<file path="src/rtl/input_conditioner.sv">
// Multi-channel input conditioner: per-channel flop-chain synchronizer, stability
// debouncer and registered single-cycle rise/fall event pulses.
module input_conditioner #(
    parameter int                  CHANNELS        = 4,
    parameter int                  STAGES          = 2,
    parameter int                  DEBOUNCE_CYCLES = 4,
    parameter logic [CHANNELS-1:0] RESET_LEVEL     = '0
) (
    input  logic                clock_i,
    input  logic                reset_i,
    input  logic [CHANNELS-1:0] value_i,
    output logic [CHANNELS-1:0] value_o,
    output logic [CHANNELS-1:0] rise_o,
    output logic [CHANNELS-1:0] fall_o
);

    localparam int            CW      = $clog2(DEBOUNCE_CYCLES + 1);
    localparam logic [CW-1:0] CNT_MAX = CW'(DEBOUNCE_CYCLES - 1);

    logic [STAGES-1:0][CHANNELS-1:0] stage_q;
    logic [CHANNELS-1:0]             sync_s;
    logic [CHANNELS-1:0][CW-1:0]     cnt_q;
    logic [CHANNELS-1:0][CW-1:0]     cnt_d;
    logic [CHANNELS-1:0]             value_q;
    logic [CHANNELS-1:0]             value_d;
    logic [CHANNELS-1:0]             rise_q;
    logic [CHANNELS-1:0]             fall_q;

    // Synchronizer chain: plain shift register, no logic between stages.
    always_ff @(posedge clock_i or posedge reset_i) begin
        if (reset_i) begin
            stage_q <= {STAGES{RESET_LEVEL}};
        end else begin
            stage_q <= {stage_q[STAGES-2:0], value_i};
        end
    end

    assign sync_s = stage_q[STAGES-1];

    // Debounce decision: any agreement clears the count; the last disagreeing
    // cycle adopts the synchronized level instead of incrementing.
    always_comb begin
        cnt_d   = '0;
        value_d = value_q;
        for (int c = 0; c < CHANNELS; c++) begin
            if (sync_s[c] == value_q[c]) begin
                cnt_d[c] = '0;
            end else if (cnt_q[c] == CNT_MAX) begin
                value_d[c] = sync_s[c];
                cnt_d[c]   = '0;
            end else begin
                cnt_d[c] = cnt_q[c] + CW'(1);
            end
        end
    end

    // Debounce state and event pulses, all cleared asynchronously by reset.
    always_ff @(posedge clock_i or posedge reset_i) begin
        if (reset_i) begin
            cnt_q   <= '0;
            value_q <= RESET_LEVEL;
            rise_q  <= '0;
            fall_q  <= '0;
        end else begin
            cnt_q   <= cnt_d;
            value_q <= value_d;
            rise_q  <= value_d & ~value_q;
            fall_q  <= ~value_d & value_q;
        end
    end

    assign value_o = value_q;
    assign rise_o  = rise_q;
    assign fall_o  = fall_q;

endmodule
</file>
<file path="config.mk">
export PLATFORM = sky130hd
export DESIGN_NAME = input_conditioner
export DESIGN_NICKNAME = d
export VERILOG_FILES = /design/src/rtl/input_conditioner.sv
export SDC_FILE = /design/constraint.sdc
export NUM_CORES = 1
export LEC_CHECK = 0
export ABC_AREA = 0
export CAP_MARGIN = 10
export CORE_UTILIZATION = 50
export DETAILED_ROUTE_END_ITERATION = 8
export GPL_ROUTABILITY_DRIVEN = 0
export GPL_TIMING_DRIVEN = 1
export PLACE_DENSITY = 0.79
export SYNTH_ARGS = -nofsm -noshare
export SYNTH_HDL_FRONTEND = slang
export SYNTH_SLANG_ARGS = --single-unit
</file>
<file path="constraint.sdc">
create_clock -name clock_i -period 3.05 [get_ports clock_i]
set_clock_uncertainty 0.1 [all_clocks]
set_input_delay 0.61 -clock clock_i [delete_from_list [all_inputs] [get_ports clock_i]]
set_output_delay 0.61 -clock clock_i [all_outputs]
set_load 0.02 [all_outputs]
</file>
## After elaboration in Yosys (flattened, before gate mapping)

Index checks and enable logic that the tools add are counted.

- Mux-type cells: 16
- $add $sub $neg: 4
- Multipliers: 0
- Div/mod/pow operators: 0
- Shift-type cells: 0
- Bitwise operators: 4
- Equal/unequal tests: 8
- $lt $le $gt $ge: 0
- Reduce and logical (&&, ||, !) cells: 0

Operators with widths:

| operator | number |
|---|---|
| 3-bit two-way mux | 8 |
| 3-bit by 1-bit adder with 3-bit output (second input constant) | 4 |
| 3-bit by 2-bit == test with 1-bit output (second input constant) | 4 |
| 4-bit bitwise AND | 2 |
| 1-bit two-way mux | 8 |
| 4-bit inverter | 2 |
| 1-bit == test | 4 |

- Bits in latches: 0
- Bits in read-only memories: 0
- Flip-flop bits (word level): 32
- Memory bits (writable): 0
- Output and inout bits: 12
- Logic and storage cells: 41
- Memories: 0

## Longest topological paths before layout

Gate-level depths: netlist of the first run.

- Word-level depth: 5
- Depth in mapped cells: 3
- Mapped depth without buffers: 3

## Least setup slack after synthesis of the first run

No wires, ideal clock.

- Path type: register to register
- Start: register cnt_q[0] (netlist bit)
- End: register value_q[0] (netlist: value_o[0])
- Arrival: 993 ps
- Slack: 1,830 ps
- Stages on the path, launching flop included: 4
- Data required time: 2,823 ps
- Clock period less this slack: 1,220 ps
- Path buffers: 0
- Cells stage by stage: dfrtp_1 ha_1 nor2b_4 mux2_1

- Longest elaborated chain between the ends: 3

Ends and longest elaborated chain:

| what | RTL line | RTL |
|---|---|---|
| from (decl) | 22 | `logic [CHANNELS-1:0][CW-1:0] cnt_q;` |
| from (signal assigned) | 65 | `cnt_q <= cnt_d;` |
| 3-bit by 2-bit == test with 1-bit output | 48 | `end else if (cnt_q[c] == CNT_MAX) begin` |
| 1-bit two-way mux | 48 |  |
| 1-bit two-way mux | 46 | `if (sync_s[c] == value_q[c]) begin` |
| net value_d[0] | 25 | `logic [CHANNELS-1:0] value_d;` |
| to (signal assigned) | 66 | `value_q <= value_d;` |
| to (decl) | 24 | `logic [CHANNELS-1:0] value_q;` |

The timed path passes the listed nets, and every way through them passes these cells.

## Worst setup path in the final report of the first run

- Start: register value_q[0] (netlist: value_o[0])
- End: output value_o[0]

RTL lines:

| what | RTL line | RTL |
|---|---|---|
| to (decl) | 12 | `output logic [CHANNELS-1:0] value_o,` |

No word-level cell between the ends.

==> metrics, run 1 <==
DRC viols 0; CTS buffer count 5; CP Data Arrival Time 1.37 ns; setup TNS 0 ns; share of layout cells above drive strength 1 12.4%; kind of critical path flop to output port; Ant. Diodes 0; Yosys warning total 0; post-DP HPWL 1170 µm; Critical R2R Capture value_o[0]; Critical R2R Launch cnt_q[0]; period utilization 68.1%; # resized after CTS 0; Power Dens Cells 784 nW/µm²; WL final 1620 µm; Post-Synthesis Cells 72; crit start category flop; status complete, no violations; Final Hold Fails 0; CP max FO 5; DRT iter0 DRCs 0; Distinct cells, synth 11; max_slew headroom 74.7%; worst hold stages 0; min Tclk post-route 2.08 ns; Post-Syn Area 1150 µm²; nets 107; CTS tree done; Die X 50.0 µm; Power Total 1.12 mW; Post-CTS Setup Inserts 0; R2R setup slack 1.75 ns; stages on the worst setup path 1; hold endpoint sync_s[1]; Max Cap Viol 0; Clock Path Buffers 2; Clk Latency, worst-skew pair 0.31 ns; first-pass GRT wire length 2940 µm; CP cell instances clkdlybuf4s50_1; Routed Antenna Nets 0; synthesis-to-layout area growth 24.1%; Post-Syn Area per Cell 16.0 µm²; largest stage delay on the critical path 0.63 ns; Clk pin slew, worst setup/hold paths 0.09 ns; Site Rows 17; gr ovfl total 0; WP data required 2.34 ns; syn_nets 82; crit end category output port; # IOs 18; Static Leak 0.634 nW; worst-margin pin slew 0.380 ns; fillcell total 170; # hold bufs at CTS 0; WP buf/inv 1; Crit-path slowest cell clkdlybuf4s50_1; Clock Tree Root clkbuf_4; Die Ht 50.0 µm; core area 2190 µm²; commonest non-fill, non-tap cell in the layout dfrtp_1; VDD IR max 0.461 mV; Starting Density 52.6%; Port Buffers 17; clk sink count 32; H-tree levels 2; GRT Util Overall 16.8%; Min-Delay Startpoint stage_q[1]; Avg WL per Cell 13.0 µm; die area 2500 µm²; number of global-route vias before repair 692; setup violators final 0; sequential area share after synthesis 69.5%; HP Class flop to flop; Crit path max-delay family buffers and inverters; unrepaired setup endpoints after global routing no; Via-to-Cell Ratio 4.98; Synth Register Bits 32; highest-count cells in the layout ignoring fill and taps 32 x dfrtp_1, 17 x clkdlybuf4s50_1, 16 x nor3b_1; fmax 481 MHz; largest net degree at the start of global routing 33; max-slew violations 0; initial antenna violation count 0; Pre-Repair DR Iteration Count 1; Via Count 622; R2R cell count 3
## how the worst max path moves through the flow
stage | slack (ns) | from | endpoint
after global placement | 1.34 | value_o[0] | value_o[0]
after floorplan | 1.65 | reset_i | cnt_q[0]
after CTS | 0.96 | value_o[0] | value_o[0]
after global routing | 0.90 | value_o[1] | value_o[1]
final | 0.97 | value_o[0] | value_o[0]
after detailed placement | 1.32 | value_o[3] | value_o[3]
## layout make-up
class | instances | area, µm² | share of cell area [%]
inverters | 1 | 3.75 | 0.262
clock buffers | 7 | 65.1 | 4.55
repair buffers | 18 | 178 | 12.4
well taps | 28 | 35.0 | 2.45
flip-flops and latches | 32 | 801 | 56.0
multi-input cells | 39 | 348 | 24.3
## state kept, by name (all words and copies together) (netlist names)
name	count
cnt_q	12
fall_o	4
sync_s	4
value_o	4
stage_q	4
rise_o	4
## layer usage
| metal | routed length [µm] | GRT usage (%) | up-vias |
|---|---|---|---|
| met4 | 14 | 7.14 | 0 |
| met2 | 923 | 30.9 | 15 |
| met5 | 0 | 0 | - |
| met3 | 74 | 7.41 | 2 |
| li1 | - | - | 295 |
| met1 | 607 | 15.6 | 310 |
## synth_stat cells
library cell	number	area, µm²
nor3_1	3	15.0
inv_1	1	3.75
nor3b_1	16	120
dfrtp_1	32	801
and3b_1	1	8.76
nand2b_4	1	13.8
xnor2_1	4	35.0
ha_1	4	50.1
nand2b_1	3	18.8
nor2b_4	3	41.3
mux2_1	4	45.0
## kinds of logic after synthesis
| family | Yosys count | share of synthesized area (%) |
|---|---|---|
| flip-flops | 32 | 69.5 |
| AND/OR/NAND/NOR | 27 | 18.9 |
| multiplexers | 4 | 3.91 |
| buffers and inverters | 1 | 0.325 |
| adder cells (fa/ha/maj) | 4 | 4.34 |
| XOR/XNOR | 4 | 3.04 |
## through the flow
| stage | std cells | hold WS (ns) | instance area [µm²] | setup WS (ns) | utilization [%] |
|---|---|---|---|---|---|
| final | 125 | 0.257 | 1430 | 0.973 | 65.3 |
| after global routing | 125 | 0.273 | 1430 | 0.902 | 65.3 |
| after CTS | 125 | 0.258 | 1430 | 0.958 | 65.3 |
| after detailed placement | 118 | 0.238 | 1370 | 1.32 | 62.3 |
| after global placement | 118 | 0.233 | 1370 | 1.34 | 62.3 |
| after floorplan | 72 | 0.231 | 1150 | 1.65 | - |
## power breakdown
| part | switching (mW) | internal (mW) | leakage (nW) |
|---|---|---|---|
| registers | 0.0600 | 0.505 | 0.412 |
| clock network | 0.123 | 0.131 | 0.0374 |
| logic | 0.140 | 0.164 | 0.185 |
(Power assumes the default switching activity.)
==> inputs of run 2 (changes only) <==
Settings changed: CORE_UTILIZATION 50 to 46, PLACE_DENSITY 0.79 to 0.77.
Clock period 3.05 ns to 1.9 ns, I/O delays scaled along.
==> run 2 against run 1 <==
Compared with the run above:
- clock power up 50%
- register-to-register slack lost 1.2 ns
- via count down 0.16%
==> metrics, run 2 (synthesized netlist as in run 1, its figures left out) <==
status complete, no violations; Clk pin slew, worst setup/hold paths 0.09 ns (about the same); # hold bufs at CTS 0 (unchanged); # IOs 18 (unchanged); Most flops, register cnt_q; Multi-input gate area 348 µm² (unchanged); min Tclk post-route 1.84 ns; Site Rows 17 (unchanged); max-slew violations 0 (unchanged); VDD IR max 0.796 mV (+73%); Sw Pwr 509 µW (+58%); WP data required 1.42 ns (-0.92 ns); Clk Latency, worst-skew pair 0.32 ns (about the same); CP Data Arrival Time 1.36 ns (about the same); HP Class flop to flop; gr ovfl total 0 (unchanged); net switching fraction of the power 29.0% (+0.17 points); DP Area 1370 µm² (unchanged); WP buf/inv 1 (unchanged); post-route setup slack 0.0624 ns (-0.911 ns); core area 2280 µm² (+3.9%); Avg WL per Cell 11.7 µm (-9.7%); nets 107 (unchanged); max_slew headroom 74.2% (-0.43 points); die area 2710 µm² (+8.3%); Via-to-Cell Ratio 4.93 (-0.95%); pre-CTS setup slack 0.399 ns (-0.921 ns); crit start category flop; final std cell area, no fill 1430 µm² (about the same); Ant. Diodes 0 (unchanged); CTS tree done; H-tree levels 2 (unchanged); initial antenna violation count 0 (unchanged); synthesis-to-layout area growth 24.0% (about the same); Pre-Repair DR Iteration Count 2 (+1); Reg area 801 µm² (unchanged); largest net degree at the start of global routing 33 (unchanged); setup TNS 0 ns (unchanged); kind of critical path flop to output port; commonest non-fill, non-tap cell in the layout dfrtp_1; crit end category output port; CP max FO 5 (unchanged); Static Leak 0.650 nW (+2.6%); fillcell total 181 (+6.5%); Die X 52.1 µm (+4.1%); R2R cell count 3 (unchanged); CP cell instances clkdlybuf4s50_1; number of global-route vias before repair 645 (-6.8%); Crit path max-delay family buffers and inverters; share of layout cells above drive strength 1 11.2% (-1.1 points); Power Total 1.76 mW (+57%); largest stage delay on the critical path 0.63 ns (about the same); Clock Power Share 21.7% (-0.9 points); logic gate share of total power 27.1% (about the same); fmax 544 MHz; Clock Tree Root clkbuf_4; Die Ht 52.1 µm (+4.1%); Routed Antenna Nets 0 (unchanged); Clock Path Buffers 2 (unchanged); highest-count cells in the layout ignoring fill and taps 32 x dfrtp_1, 16 x nor3b_1, 15 x clkdlybuf4s50_1; max FFs per register 12 (unchanged); first-pass GRT wire length 2590 µm (-12%); unrepaired setup endpoints after global routing no; dpl cells 118 (unchanged); period utilization 96.7%; setup violators final 0 (unchanged); internal power consumption 1.25 mW (+56%); clk sink count 32 (unchanged); Via Count 621 (-0.16%); CTS buffer count 5 (unchanged); worst hold stages 0 (unchanged); Power Dens Cells 1230 nW/µm² (+57%); post-DP HPWL 1040 µm (-11%); Reg power frac 51.2% (+0.9 points); DRC viols 0 (unchanged); DRT iter0 DRCs 2 (+2); R2R setup slack 0.60 ns (-1.15 ns); stages on the worst setup path 1 (unchanged); worst-margin pin slew 0.387 ns (+0.00650 ns); GRT Util Overall 14.5% (-2.3 points); Max Cap Viol 0 (unchanged); Starting Density 50.6% (-2.0 points); Port Buffers 17 (unchanged); WL final 1480 µm (-9.0%); fin cells 126 (+0.80%); Final Hold Fails 0 (unchanged); Crit-path slowest cell clkdlybuf4s50_1
run 2: path summary, 6_finish.rpt:
kind | from | to
worst max-delay path | value_o[0] | value_o[0]
max in group asynchronous | reset_i | stage_q[2]
min in group asynchronous | reset_i | cnt_q[6]
worst min-delay path | stage_q[3] | sync_s[3]
worst min register to register | stage_q[3] | sync_s[3]
worst max register to register | cnt_q[3] | value_o[1]
run 2: layout make-up:
class | count | share of cell area, %
repair buffers | 18 | 12.8
clock buffers | 8 | 4.12
inverters | 1 | 0.263
flip-flops and latches | 32 | 56.0
well taps | 28 | 2.45
multi-input cells | 39 | 24.3
run 2: what timing repair did:
item,4_1_cts,5_1_grt
gates resized for setup,0,2
endpoints found under the setup margin,0,2
setup buffers,0,0
run 2: per-stage QoR:
| stage | hold WS, ns | util (%) |
|---|---|---|
| finish | 0.254 | 62.8 |
| global route | 0.272 | 62.8 |
| CTS | 0.256 | 62.6 |
| detailed placement | 0.235 | 60.0 |
| global placement | 0.235 | 60.0 |
| floorplan | 0.231 | - |
run 2: metal layers:
metal / share of wire (%) / global-route usage (%)
met5: 0 / 0
met2: 44 / 22.2
met3: 5.8 / 5.26
met1: 46 / 15.1
met4: 4.1 / 13.5
run 2: power by group through the flow:
| stage | sequential (mW) | clock, mW | combinational [mW] |
|---|---|---|---|
| global placement | 0.906 | 0 | 0.467 |
| finish | 0.900 | 0.381 | 0.476 |
| global route | 0.921 | 0.426 | 0.523 |
| floorplan | 0.968 | 0 | 0.253 |
| CTS | 0.905 | 0.403 | 0.490 |
| detailed placement | 0.919 | 0 | 0.492 |
==> inputs of run 3 (changes only) <==
Settings changed: SLEW_MARGIN set to 20.
==> results of run 3 <==
Final layout, timing and power as in run 2 (identical DEF).
